==> config.mk <==
export PLATFORM = sky130hd
export DESIGN_NAME = quad_decoder
export DESIGN_NICKNAME = d
export VERILOG_FILES = /design/src/rtl/quad_pkg.sv /design/src/rtl/quad_debounce.sv /design/src/rtl/quad_decoder.sv
export SDC_FILE = /design/constraint.sdc
export NUM_CORES = 1
export LEC_CHECK = 0
export ABC_AREA = 0
export CAP_MARGIN = 25
export CORE_MARGIN = 2
export CORE_UTILIZATION = 30
export DETAILED_ROUTE_END_ITERATION = 8
export PLACE_DENSITY = 0.55
export SLEW_MARGIN = 5
export SYNTH_ARGS = -nofsm -noshare
export SYNTH_HDL_FRONTEND = slang
export SYNTH_SLANG_ARGS = --single-unit
==> constraint.sdc <==
create_clock -name clk -period 5.9 [get_ports clk]
set_input_delay 0.885 -clock clk [delete_from_list [all_inputs] [get_ports clk]]
set_output_delay 0.885 -clock clk [all_outputs]
set_load 0.1 [all_outputs]
==> src/rtl/quad_pkg.sv <==
// Shared types and constants for the quadrature encoder front end.
// Holds the FSM state type and the clockwise Gray-code successor table.
package quad_pkg;

  localparam int SYNC_STAGES = 2;

  typedef enum logic [1:0] {
    FILL  = 2'd0,
    ARM   = 2'd1,
    TRACK = 2'd2
  } quad_state_e;

  localparam logic [1:0] CW_NEXT_00 = 2'b01;
  localparam logic [1:0] CW_NEXT_01 = 2'b11;
  localparam logic [1:0] CW_NEXT_11 = 2'b10;
  localparam logic [1:0] CW_NEXT_10 = 2'b00;

  function automatic logic [1:0] cw_next(input logic [1:0] ab);
    logic [1:0] n;
    case (ab)
      2'b00:   n = CW_NEXT_00;
      2'b01:   n = CW_NEXT_01;
      2'b11:   n = CW_NEXT_11;
      default: n = CW_NEXT_10;
    endcase
    return n;
  endfunction

endpackage

==> src/rtl/quad_debounce.sv <==
// One encoder channel: 2-FF synchroniser followed by a persistence filter.
// load bypasses the filter so the decoder can arm from a known level.
module quad_debounce
  import quad_pkg::*;
#(
  parameter int DEBOUNCE_CYCLES = 4
) (
  input  logic clk,
  input  logic reset,
  input  logic raw,
  input  logic load,
  output logic sync_out,
  output logic filtered
);

  localparam logic [7:0] LIM = 8'(DEBOUNCE_CYCLES - 1);

  logic [SYNC_STAGES-1:0] sync;
  logic [7:0]             cnt;

  assign sync_out = sync[SYNC_STAGES-1];

  always_ff @(posedge clk) begin
    if (reset) begin
      sync     <= '0;
      cnt      <= '0;
      filtered <= 1'b0;
    end else begin
      sync <= {sync[SYNC_STAGES-2:0], raw};
      if (load) begin
        filtered <= sync_out;
        cnt      <= '0;
      end else if (sync_out == filtered) begin
        cnt <= '0;
      end else if (cnt == LIM) begin
        // level has persisted long enough to be believed
        filtered <= sync_out;
        cnt      <= '0;
      end else begin
        cnt <= cnt + 8'd1;
      end
    end
  end

endmodule

==> src/rtl/quad_decoder.sv <==
// Quadrature decoder stage: debounced A/B in, cw/ccw step pulses out.
// Keeps a wrapping signed position and a sticky illegal-transition flag.
module quad_decoder
  import quad_pkg::*;
#(
  parameter int DEBOUNCE_CYCLES = 4,
  parameter int POS_WIDTH       = 16
) (
  input  logic                        clk,
  input  logic                        reset,
  input  logic                        enc_a,
  input  logic                        enc_b,
  input  logic                        en,
  input  logic                        err_clr,
  output logic                        cw_pulse,
  output logic                        ccw_pulse,
  output logic signed [POS_WIDTH-1:0] position,
  output logic                        err_flag,
  output logic                        tracking
);

  quad_state_e state;
  logic [1:0]  fill_cnt;
  logic [1:0]  prev_ab;
  logic [1:0]  ab;
  logic        sync_a;
  logic        sync_b;
  logic        filt_a;
  logic        filt_b;
  logic        load;
  logic        is_cw;
  logic        is_ccw;
  logic        is_err;

  assign load = (state == ARM);

  quad_debounce #(.DEBOUNCE_CYCLES(DEBOUNCE_CYCLES)) u_deb_a (
    .clk      (clk),
    .reset    (reset),
    .raw      (enc_a),
    .load     (load),
    .sync_out (sync_a),
    .filtered (filt_a)
  );

  quad_debounce #(.DEBOUNCE_CYCLES(DEBOUNCE_CYCLES)) u_deb_b (
    .clk      (clk),
    .reset    (reset),
    .raw      (enc_b),
    .load     (load),
    .sync_out (sync_b),
    .filtered (filt_b)
  );

  assign ab       = {filt_a, filt_b};
  assign tracking = (state == TRACK);

  always_comb begin
    is_cw  = 1'b0;
    is_ccw = 1'b0;
    is_err = 1'b0;
    if (state == TRACK) begin
      is_cw  = (ab == cw_next(prev_ab));
      is_ccw = (prev_ab == cw_next(ab));
      is_err = ((ab ^ prev_ab) == 2'b11);
    end
  end

  always_ff @(posedge clk) begin
    if (reset) begin
      state     <= FILL;
      fill_cnt  <= '0;
      prev_ab   <= '0;
      cw_pulse  <= 1'b0;
      ccw_pulse <= 1'b0;
      position  <= '0;
      err_flag  <= 1'b0;
    end else begin
      cw_pulse  <= 1'b0;
      ccw_pulse <= 1'b0;
      unique case (state)
        FILL: begin
          if (fill_cnt == 2'(SYNC_STAGES - 1)) state <= ARM;
          else fill_cnt <= fill_cnt + 2'd1;
        end
        ARM: begin
          prev_ab <= {sync_a, sync_b};
          state   <= TRACK;
        end
        TRACK: begin
          prev_ab <= ab;
          if (en && is_cw) begin
            cw_pulse <= 1'b1;
            position <= position + 1'b1;
          end else if (en && is_ccw) begin
            ccw_pulse <= 1'b1;
            position  <= position - 1'b1;
          end
        end
        default: state <= FILL;
      endcase
      // a fresh error outranks a simultaneous clear
      if (is_err) err_flag <= 1'b1;
      else if (err_clr) err_flag <= 1'b0;
    end
  end

endmodule

# Word-level counts from Yosys, hierarchy flattened
# Index checks and enable logic that the tools add are counted.
# totals
regBits,47
input_bits,6
# classes
n_mux,22
n_eq_ne,17
n_reduce_logical,19
n_bitwise,3
n_addsub,5
# op_table
cell,count
2-to-1 mux 16 bit,2
one-hot mux 2 bit (3 select lines),3
"adder 16 x 1 -> 16 bit, second input constant",1
"adder 8 x 1 -> 8 bit, second input constant",2
"equality test 8 x 2 -> 1 bit, second input constant",2
"subtractor 16 x 1 -> 16 bit, second input constant",1
2-to-1 mux 1 bit,13
AND reduction 2 bit,5
nonzero test 2 bit,5
"equality test 2 x 1 -> 1 bit, second input constant",4
"equality test 2 bit, second input constant",4
OR reduction 4 bit,2
logical NOT 2 bit,3
2-to-1 mux 2 bit,3
"inequality test 2 bit, second input constant",3
equality test 2 bit,2
one-hot mux 2 bit (2 select lines),1
OR reduction 3 bit,1
"adder 2 x 1 -> 2 bit, second input constant",1
equality test 1 bit,2
logical AND 1 bit,2
inverter 1 bit,2
OR reduction 2 bit,1
bitwise XOR 2 bit,1

# Depth between registers and ports, before layout
# Gate-level depths: netlist of run 1.
# logic_depth
depth_word,8
mapped_depth,14

# Hierarchy
# From an unflattened synthesis of run 1, not the netlist that was laid out.
# hier_totals
hier_cells,308
hier_area_um2,2597.5
# modules_own_cells
module,cells_per_inst,n_inst,area_each_um2,seq_area_each_um2
quad_decoder,216,1,1721.7,500.5
quad_debounce,46,2,437.9,220.2

# Worst setup path after synthesis of run 1
# Ideal clock, no wire load.
# synth_timing
path_type,flip-flop to flip-flop
from,register state[0]
to,register position[15]
n_path_buf,2
path_stages_with_launch,14
setup_slack_ns,2.089
arrival_ns,3.694
synth_period_minus_slack_ns,3.811
required_time_ns,5.783
cell_sequence,dfxtp_1 -> inv_1 -> ha_1 -> buf_2 -> nand2_1 -> or3_1 -> buf_6 -> ha_1 -> a211oi_1 -> o21a_1 -> o21ai_0 -> a2111oi_0 -> a211oi_1 -> nand2b_1
# synth_between
elab_chain_len,5
word_cells_on_any_way,8
classes_between,eq/ne (1); mux (3); reduce/logical (4)
# synth_lines
element,line_no,source
"start, declared",quad_decoder.sv:22,quad_state_e state;
"start signal, assigned",quad_decoder.sv:71,state <= FILL;
"start signal, assigned",quad_decoder.sv:83,if (fill_cnt == 2'(SYNC_STAGES - 1)) state <= ARM;
"start signal, assigned",quad_decoder.sv:88,state <= TRACK;
equality test 2 bit (*),-,
net tracking,quad_decoder.sv:19,output logic tracking
2-to-1 mux 1 bit,quad_decoder.sv:62,if (state == TRACK) begin
"logical AND 1 bit, on equally long branches","quad_decoder.sv:92, quad_decoder.sv:95",
nonzero test 2 bit (no line),-,
AND reduction 2 bit (no line),-,
"end signal, assigned",quad_decoder.sv:94,position <= position + 1'b1;
"end signal, assigned",quad_decoder.sv:97,position <= position - 1'b1;
"end, declared",quad_decoder.sv:17,"output logic signed [POS_WIDTH-1:0] position,"
# The timed path passes the listed nets; every way through them passes the cells marked *.
# A chain may end at the register's enable or synchronous reset.

# Worst setup path in the final report of run 1
# layout_timing
from,input en
to,register position[15]
# layout_between
elab_chain_len,3
word_cells_on_any_way,5
classes_between,mux (1); reduce/logical (4)
# layout_lines
element,line_no,source
"start, declared",quad_decoder.sv:13,"input logic en,"
"logical AND 1 bit, on equally long branches","quad_decoder.sv:92, quad_decoder.sv:95",
nonzero test 2 bit (no line),-,
AND reduction 2 bit (no line),-,
# Several ways; a longest one is shown, not always the timed one.

==> flow_summary.ini, run 1 <==
[outcome]
status = finished clean

[worst_setup_path]
cp-start-kind = primary input
arrival_ps = 4250
r2r_cells = 11
critPathMaxStageDelay_ps = 690
worstPathMaxFanout = 21
path_common_cell = a211oi_1
end_kind = register
critical_path_class = primary input to register
worstPathCellList = clkdlybuf4s50_1 -> nand2_1 -> or3_1 -> ha_1 -> a211oi_1 -> o21a_1 -> o21ai_0 -> a2111oi_0 -> a211oi_1 -> nand2b_1
worst_path_max_delay_cell = or3_1
cp.required_ps = 6110

[timing]
min_period_ps = 4040
slew-limit-headroom_pct = 34.5
worst_slew_pin_slew_ps = 980
fmaxAchievable_ghz = 0.247
setup_viol = 0
finalMaxSlewViolations = 0
finalHoldViolCount = 0
post-route-period-util_pct = 68.5
setup_tns_ps = 0
clock_skew_ps = 6.92
rsz0062_at_grt = no
hold_ws_ps = 444

[layout]
fin_cells = 444
nFillCells = 908
drive_above_1_share_pct = 3.57
finalNetCount = 363
diodes = 0
layout_common_cells = dfxtp_1, nor2_1, clkdlybuf4s50_1
multi_input_area_um2 = 1620
final_common_cell = dfxtp_1
area_growth_pct = 16.5
finish.utilization_pct = 36.0
regArea_um2 = 941

[detailed_routing]
drc = 0
routed_wl_mm = 5.64
avgViaCountPerCell = 4.92
ant_nets = 0
wl_per_cell_um = 12.7
drt-initial-drc-count = 104
via_count = 2186
drtPass1Iterations = 4

[synth]
ys.flop_type = dfxtp_1
synthesis.area_um2 = 2690
synth.net_count = 342
yosys_warnings = 0
synth_area_leader_cell = dfxtp_1
ys_seq_area_share_pct = 34.9
synth_edf_count = 0
ys_ff_latch = 47
avgSynthCellArea_um2 = 8.58
synth_cell_types = 47
async_reset_ff_share_pct = 0
synth_top_area_share_pct = 34.9
synthTopCellsByArea = dfxtp_1, ha_1, nor2_1, xor2_1, a21oi_1
netlist_instances = 314

[clock_tree]
cts_hold_buffers = 0
htree_levels = 2
cts_root_buf = clkbuf_8
postCtsSetupBuffers = 0
post_cts_resized = 0
cts_tree = yes
cts_sinks = 47
clockBufferDepth = 2
clock_latency_ps = 310
clkTransAtPathRegs_ps = 100
numCtsBuffers = 5

[die]
fp-row-count = 34
initial_core_util_pct = 30.9
die_height_um = 98.7
dieWidth_um = 98.7
ios = 26
core_um2 = 8720
dieArea_um2 = 9750

[global_routing]
grt_pass1_vias = 2092
grt_pass1_wl_mm = 9.56
grt_overflow = 0
grtUsageMet2_pct = 19.5
grt_usage_pct = 11.8
top_usage_layer = met2
grt_max_degree = 38
antenna_found_initial = 0
grtUsageMet1_pct = 15.7
grt.met3_usage_pct = 2.27

[flow_run]
cap_violations = 0

[power]
total_leakage_power_nw = 1.25
finalPower_mw = 0.910
power_per_cell_area_nw_per_um2 = 290
ir_worst_vdd_v = 0.000132

[placement]
place_congestion = 0.843
hpwl_mm = 3.99
io_buffers = 25
dp.cells = 436

[hold_path]
hp-class = register to register
holdPathStages = 1
## registers in the layout, summed over array words and instances, names as in the netlist
signal	flops
u_deb_a.cnt	8
u_deb_b.filtered	1
cw_pulse	1
err_flag	1
state	2
u_deb_a.filtered	1
fill_cnt	2
ccw_pulse	1
position	16
u_deb_a.sync	2
u_deb_b.cnt	8
prev_ab	2
u_deb_b.sync	2
## cells by family after synthesis
family	synth area share (%)
simple gates	22.3
compound gates	17.5
flops	34.9
xor+xnor	8.46
buf+inv	4.83
fa+ha+maj	10.5
mux	1.49
## cell type report
cell class / count / share of cell area, %
multi-input combinational: 244 / 51.7
sequential: 47 / 30.0
timing repair buffer: 26 / 8.22
tap: 108 / 4.31
clock inverter: 3 / 2.27
clock buffer: 5 / 2.19
inverter: 11 / 1.32
## worst paths after layout
path         slack (ps)              end       startpoint
max reg2reg        2080     position[15]         state[0]
max                1860     position[15]               en
min                 440  u_deb_a.sync[1]  u_deb_a.sync[0]
min reg2reg         440  u_deb_a.sync[1]  u_deb_a.sync[0]
## power by group
group	total (mW)	internal [mW]	switching, mW
Combinational	0.254	0.0981	0.156
Clock	0.293	0.172	0.121
Sequential	0.362	0.341	0.0207
Total	0.910	0.612	0.298
## Yosys cell counts, drive strengths merged, types with 5 or more instances
master  number
ha          21
dfxtp       47
inv         10
nor3         6
xnor2       11
o21a         5
a21oi       20
a211oi       9
or3          5
nor2        43
buf          6
a21o         5
and3         9
o21ai       13
clkbuf       6
xor2        15
nor2b       10
nand2       20
nand3       13
## stage by stage
stage,setup slack [ps],instance area (µm²)
global placement,1640,3000
finish,1860,3140
global route,1560,3140
detailed placement,1600,3000
CTS,1890,3140
floorplan,2090,2690
## critical path: cells and delay by family
family	cells	cell delay (ps)
buffers and inverters	1	510
AOI/OAI and AO/OA	5	1500
and+or+nand+nor	3	920
adders and majority gates	1	440
## metal layers
| metal | up-vias | share of wire [%] | routed length [µm] |
|---|---|---|---|
| met4 | 0 | 1.2 | 66 |
| met3 | 7 | 2.4 | 134 |
| met5 | - | 0 | 0 |
| li1 | 1155 | - | - |
| met1 | 1004 | 51 | 2880 |
| met2 | 20 | 45 | 2560 |
Note: power is estimated with default switching activity, not from simulation.
==> inputs of run 2 (changes only) <==
PLACE_DENSITY = 0.57   (was 0.55)
clock period = 3.7 ns   (was 5.9 ns; I/O delays follow)
==> flow_summary.ini, run 2 (synthesis gave the netlist of run 1 again) <==
[clock_tree]
post_cts_resized = 0
cts_root_buf = clkbuf_8
htree_levels = 2
cts_sinks = 47
cts_tree = yes
clkTransAtPathRegs_ps = 100
clock_latency_ps = 310
cts_hold_buffers = 0
clockBufferDepth = 2
numCtsBuffers = 5
postCtsSetupBuffers = 0

[die]
dieArea_um2 = 9750
dieWidth_um = 98.7
fp-row-count = 34
core_um2 = 8720
die_height_um = 98.7
initial_core_util_pct = 30.9
ios = 26

[placement]
place_congestion = 0.866
hpwl_mm = 4.22
io_buffers = 25
place_ws_ps = 138

[timing]
slew-limit-headroom_pct = 34.9
finalHoldViolCount = 0
setup_ws_ps = 379
fmaxAchievable_ghz = 0.301
finalMaxSlewViolations = 0
setup_tns_ps = 0
min_period_ps = 3320
clock_skew_ps = 9.11
worst_slew_pin_slew_ps = 973
post-route-period-util_pct = 89.7
setup_viol = 0
rsz0062_at_grt = no

[detailed_routing]
met2_length_mm = 2.80
via_count = 2271
met1_length_mm = 2.82
routed-wl-met3_um = 209
drc = 0
ant_nets = 0
wl_per_cell_um = 13.1
drt-initial-drc-count = 99
routed_wl_mm = 5.88
avgViaCountPerCell = 5.05
top_layer = met4
drtPass1Iterations = 4

[worst_setup_path]
end_kind = register
cp.required_ps = 3910
worstPathMaxFanout = 6
cp-start-kind = primary input
arrival_ps = 3530
critical_path_class = primary input to register

[layout]
area_growth_pct = 17.6
finalNetCount = 369
largest_reg_flops = 16
finish.utilization_pct = 36.3
final_common_cell = dfxtp_1
top_register = position
drive_above_1_share_pct = 5.56
layout_common_cells = dfxtp_1, nor2_1, clkdlybuf4s50_1
top_regs = position (16), u_deb_a.cnt (8), u_deb_b.cnt (8)
diodes = 0

[power]
total_leakage_power_nw = 1.27
finalPower_mw = 1.40
power_per_cell_area_nw_per_um2 = 444
ir_worst_vdd_v = 0.000178

[flow_run]
cap_violations = 0

[global_routing]
grt_max_degree = 38
antenna_found_initial = 0
grt_overflow = 0
grt_pass1_vias = 2192
grt_usage_pct = 12.4
grt_pass1_wl_mm = 10.0

[hold_path]
hp-class = register to register

[outcome]
status = finished clean
## run 2: through the flow
step	std cells	area [µm²]	hold WS, ps
global route	450	3170	464
global placement	442	3040	420
detailed placement	442	3040	422
finish	450	3170	441
CTS	450	3170	444
floorplan	314	2700	414
## run 2: report_power, final
group / total [mW] / internal [mW] / switching [mW]
clock: 0.411 / 0.223 / 0.189
sequential: 0.576 / 0.544 / 0.0319
combinational: 0.417 / 0.167 / 0.250
total: 1.40 / 0.933 / 0.471
## run 2: final cells by class
cell class	count	area, µm²
Inverter	11	41.3
Clock inverter	2	38.8
Tap cell	108	135
Timing Repair Buffer	32	303
Fill cell	911	5560
Multi-Input combinational cell	244	1620
Clock buffer	6	82.6
Sequential cell	47	941
## run 2: per-layer routing
layer  GRT usage, %  up-vias
li1               -     1168
met1           15.6     1072
met2           20.9       27
met3           3.48        4
met4           3.06        0
met5              0        -
## run 2: worst paths after layout
kind,start,end,slack [ps],depth (start not counted)
worst min register to register,u_deb_a.sync[0],u_deb_a.sync[1],440,1
worst min-delay path,u_deb_a.sync[0],u_deb_a.sync[1],440,1
worst max register to register,state[0],position[15],520,12
worst max-delay path,en,position[15],380,11
## run 2: critical path, stage by stage
cell and delay (ps):
clkdlybuf4s50_1 490, nand2_1 50, or3_1 490, ha_1 370, o21ai_0 350, o21a_1 230
o21ai_0 180, a2111oi_0 450, buf_4 180, a211oi_1 40, nand2b_1 140
==> inputs of run 3 (changes only) <==
CORE_UTILIZATION = 36   (was 30)
PLACE_DENSITY = 0.64   (was 0.57)
==> flow_summary.ini, run 3 (synthesis gave the netlist of run 1 again) <==
[outcome]
status = finished clean

[power]
clkPwrFrac_pct = 24.0
p_int_mw = 0.837
power_per_cell_area_nw_per_um2 = 416
ir_worst_vdd_v = 0.000146
power_frac_comb_pct = 31.3
seq_power_share_pct = 44.7
total_leakage_power_nw = 1.25
p_sw_mw = 0.456
sw_frac_of_total_pct = 35.3

[layout]
top_register = position
finalNetCount = 368
final_common_cell = dfxtp_1
area_growth_pct = 15.6
nFillCells = 734
top_regs = position (16), u_deb_a.cnt (8), u_deb_b.cnt (8)
largest_reg_flops = 16
final_area_um2 = 3110
layout_common_cells = dfxtp_1, nor2_1, clkdlybuf4s50_1
diodes = 0
drive_above_1_share_pct = 5.28

[clock_tree]
cts_root_buf = clkbuf_8
numCtsBuffers = 5
cts_sinks = 47
clockBufferDepth = 2
clock_latency_ps = 300
cts_hold_buffers = 0
clkTransAtPathRegs_ps = 80
htree_levels = 2
cts_tree = yes
postCtsSetupBuffers = 0
post_cts_resized = 0

[timing]
clock_skew_ps = 11.2
worst_slew_pin_slew_ps = 980
setup_tns_ps = 0
finalMaxSlewViolations = 0
post-route-period-util_pct = 89.7
rsz0062_at_grt = no
min_period_ps = 3320
hold_ws_ps = 446
setup_ws_ps = 382
slew-limit-headroom_pct = 34.5
setup_viol = 0
fmaxAchievable_ghz = 0.301
finalHoldViolCount = 0

[global_routing]
antenna_found_initial = 0
grt_pass1_wl_mm = 9.60
grt_usage_pct = 14.0
grt_overflow = 0
grt_pass1_vias = 2135
grt_max_degree = 22

[worst_setup_path]
cp-start-kind = primary input
critPathMaxStageDelay_ps = 650
critPathBufInv = 2
worst_path_max_delay_cell = a2111oi_0
crit_family = compound AO/OA/AOI/OAI gates
arrival_ps = 3510
critical_path_class = primary input to register
cp.required_ps = 3890
worstPathCellList = clkdlybuf4s50_1 -> nand2_1 -> or3_1 -> buf_4 -> ha_1 -> a41o_1 -> a21oi_1 -> o21ai_0 -> a2111oi_0 -> a211oi_1 -> nand2b_1
worstPathMaxFanout = 12
end_kind = register

[die]
initial_core_util_pct = 37.1
dieWidth_um = 90.5
ios = 26
fp-row-count = 31
core_um2 = 7250
dieArea_um2 = 8190
die_height_um = 90.5

[detailed_routing]
drtPass1Iterations = 4
drt-initial-drc-count = 82
via_count = 2202
drc = 0
avgViaCountPerCell = 5.00
wl_per_cell_um = 12.5
ant_nets = 0
routed_wl_mm = 5.48

[flow_run]
cap_violations = 0

[placement]
place_ws_ps = 121
io_buffers = 25
hpwl_mm = 4.04
place_congestion = 0.886
dpl_cell_area_um2 = 3030

[hold_path]
hp-class = register to register
[run 3: cell count changes in the layout (fill, tap and decap cells not counted)]
cell | previous run | this run
buf_4 | 7 | 6
bufinv_16 | 1 | 0
clkbuf_8 | 6 | 5
clkinv_2 | 0 | 2
[run 3: metrics by stage]
step | total power [mW] | cells | utilization, %
after floorplan | 0.917 | 314 | -
after global placement | 0.992 | 432 | 41.7
after detailed placement | 0.992 | 432 | 41.7
after CTS | 1.31 | 440 | 42.9
after global routing | 1.38 | 440 | 42.9
final | 1.29 | 440 | 42.9
[run 3: power groups by stage]
stage / sequential, mW / combinational [mW] / clock, mW
after global placement: 0.589 / 0.403 / 0
after detailed placement: 0.589 / 0.403 / 0
after CTS: 0.577 / 0.407 / 0.326
after global routing: 0.582 / 0.456 / 0.345
final: 0.578 / 0.405 / 0.311
after floorplan: 0.626 / 0.291 / 0
[run 3: path summary, 6_finish.rpt]
check        cells after the start       startpoint         endpoint  slack [ps]
min reg2reg                      1  u_deb_b.sync[0]  u_deb_b.sync[1]         450
min                              1  u_deb_b.sync[0]  u_deb_b.sync[1]         450
max                             11               en     position[15]         380
max reg2reg                     12         state[0]     position[15]         550
[run 3: area by class of cell]
type                       instances  area [µm²]  area share (%)
multi-input combinational        244        1620            52.2
sequential                        47         941            30.2
timing repair buffer              31         295            9.49
tap                               99         124            3.98
clock buffer                       5        68.8            2.21
inverter                          11        41.3            1.33
clock inverter                     3        18.8           0.603
[run 3: worst reg2reg max path, delay by kind of cell, from the launching register on]
family | cells | cell delay (ps)
buffers and inverters | 2 | 290
AND/OR/NAND/NOR | 3 | 620
AO/OA/AOI/OAI | 5 | 1240
adder cells (fa/ha/maj) | 2 | 550
flip-flops | 1 | 340
[run 3: per-layer routing]
| metal | GRT usage [%] | part of all wire, % |
|---|---|---|
| met3 | 2.67 | 2.7 |
| met4 | 3.97 | 0.97 |
| met2 | 23.3 | 46 |
| met1 | 18.5 | 50 |
| met5 | 0 | 0 |
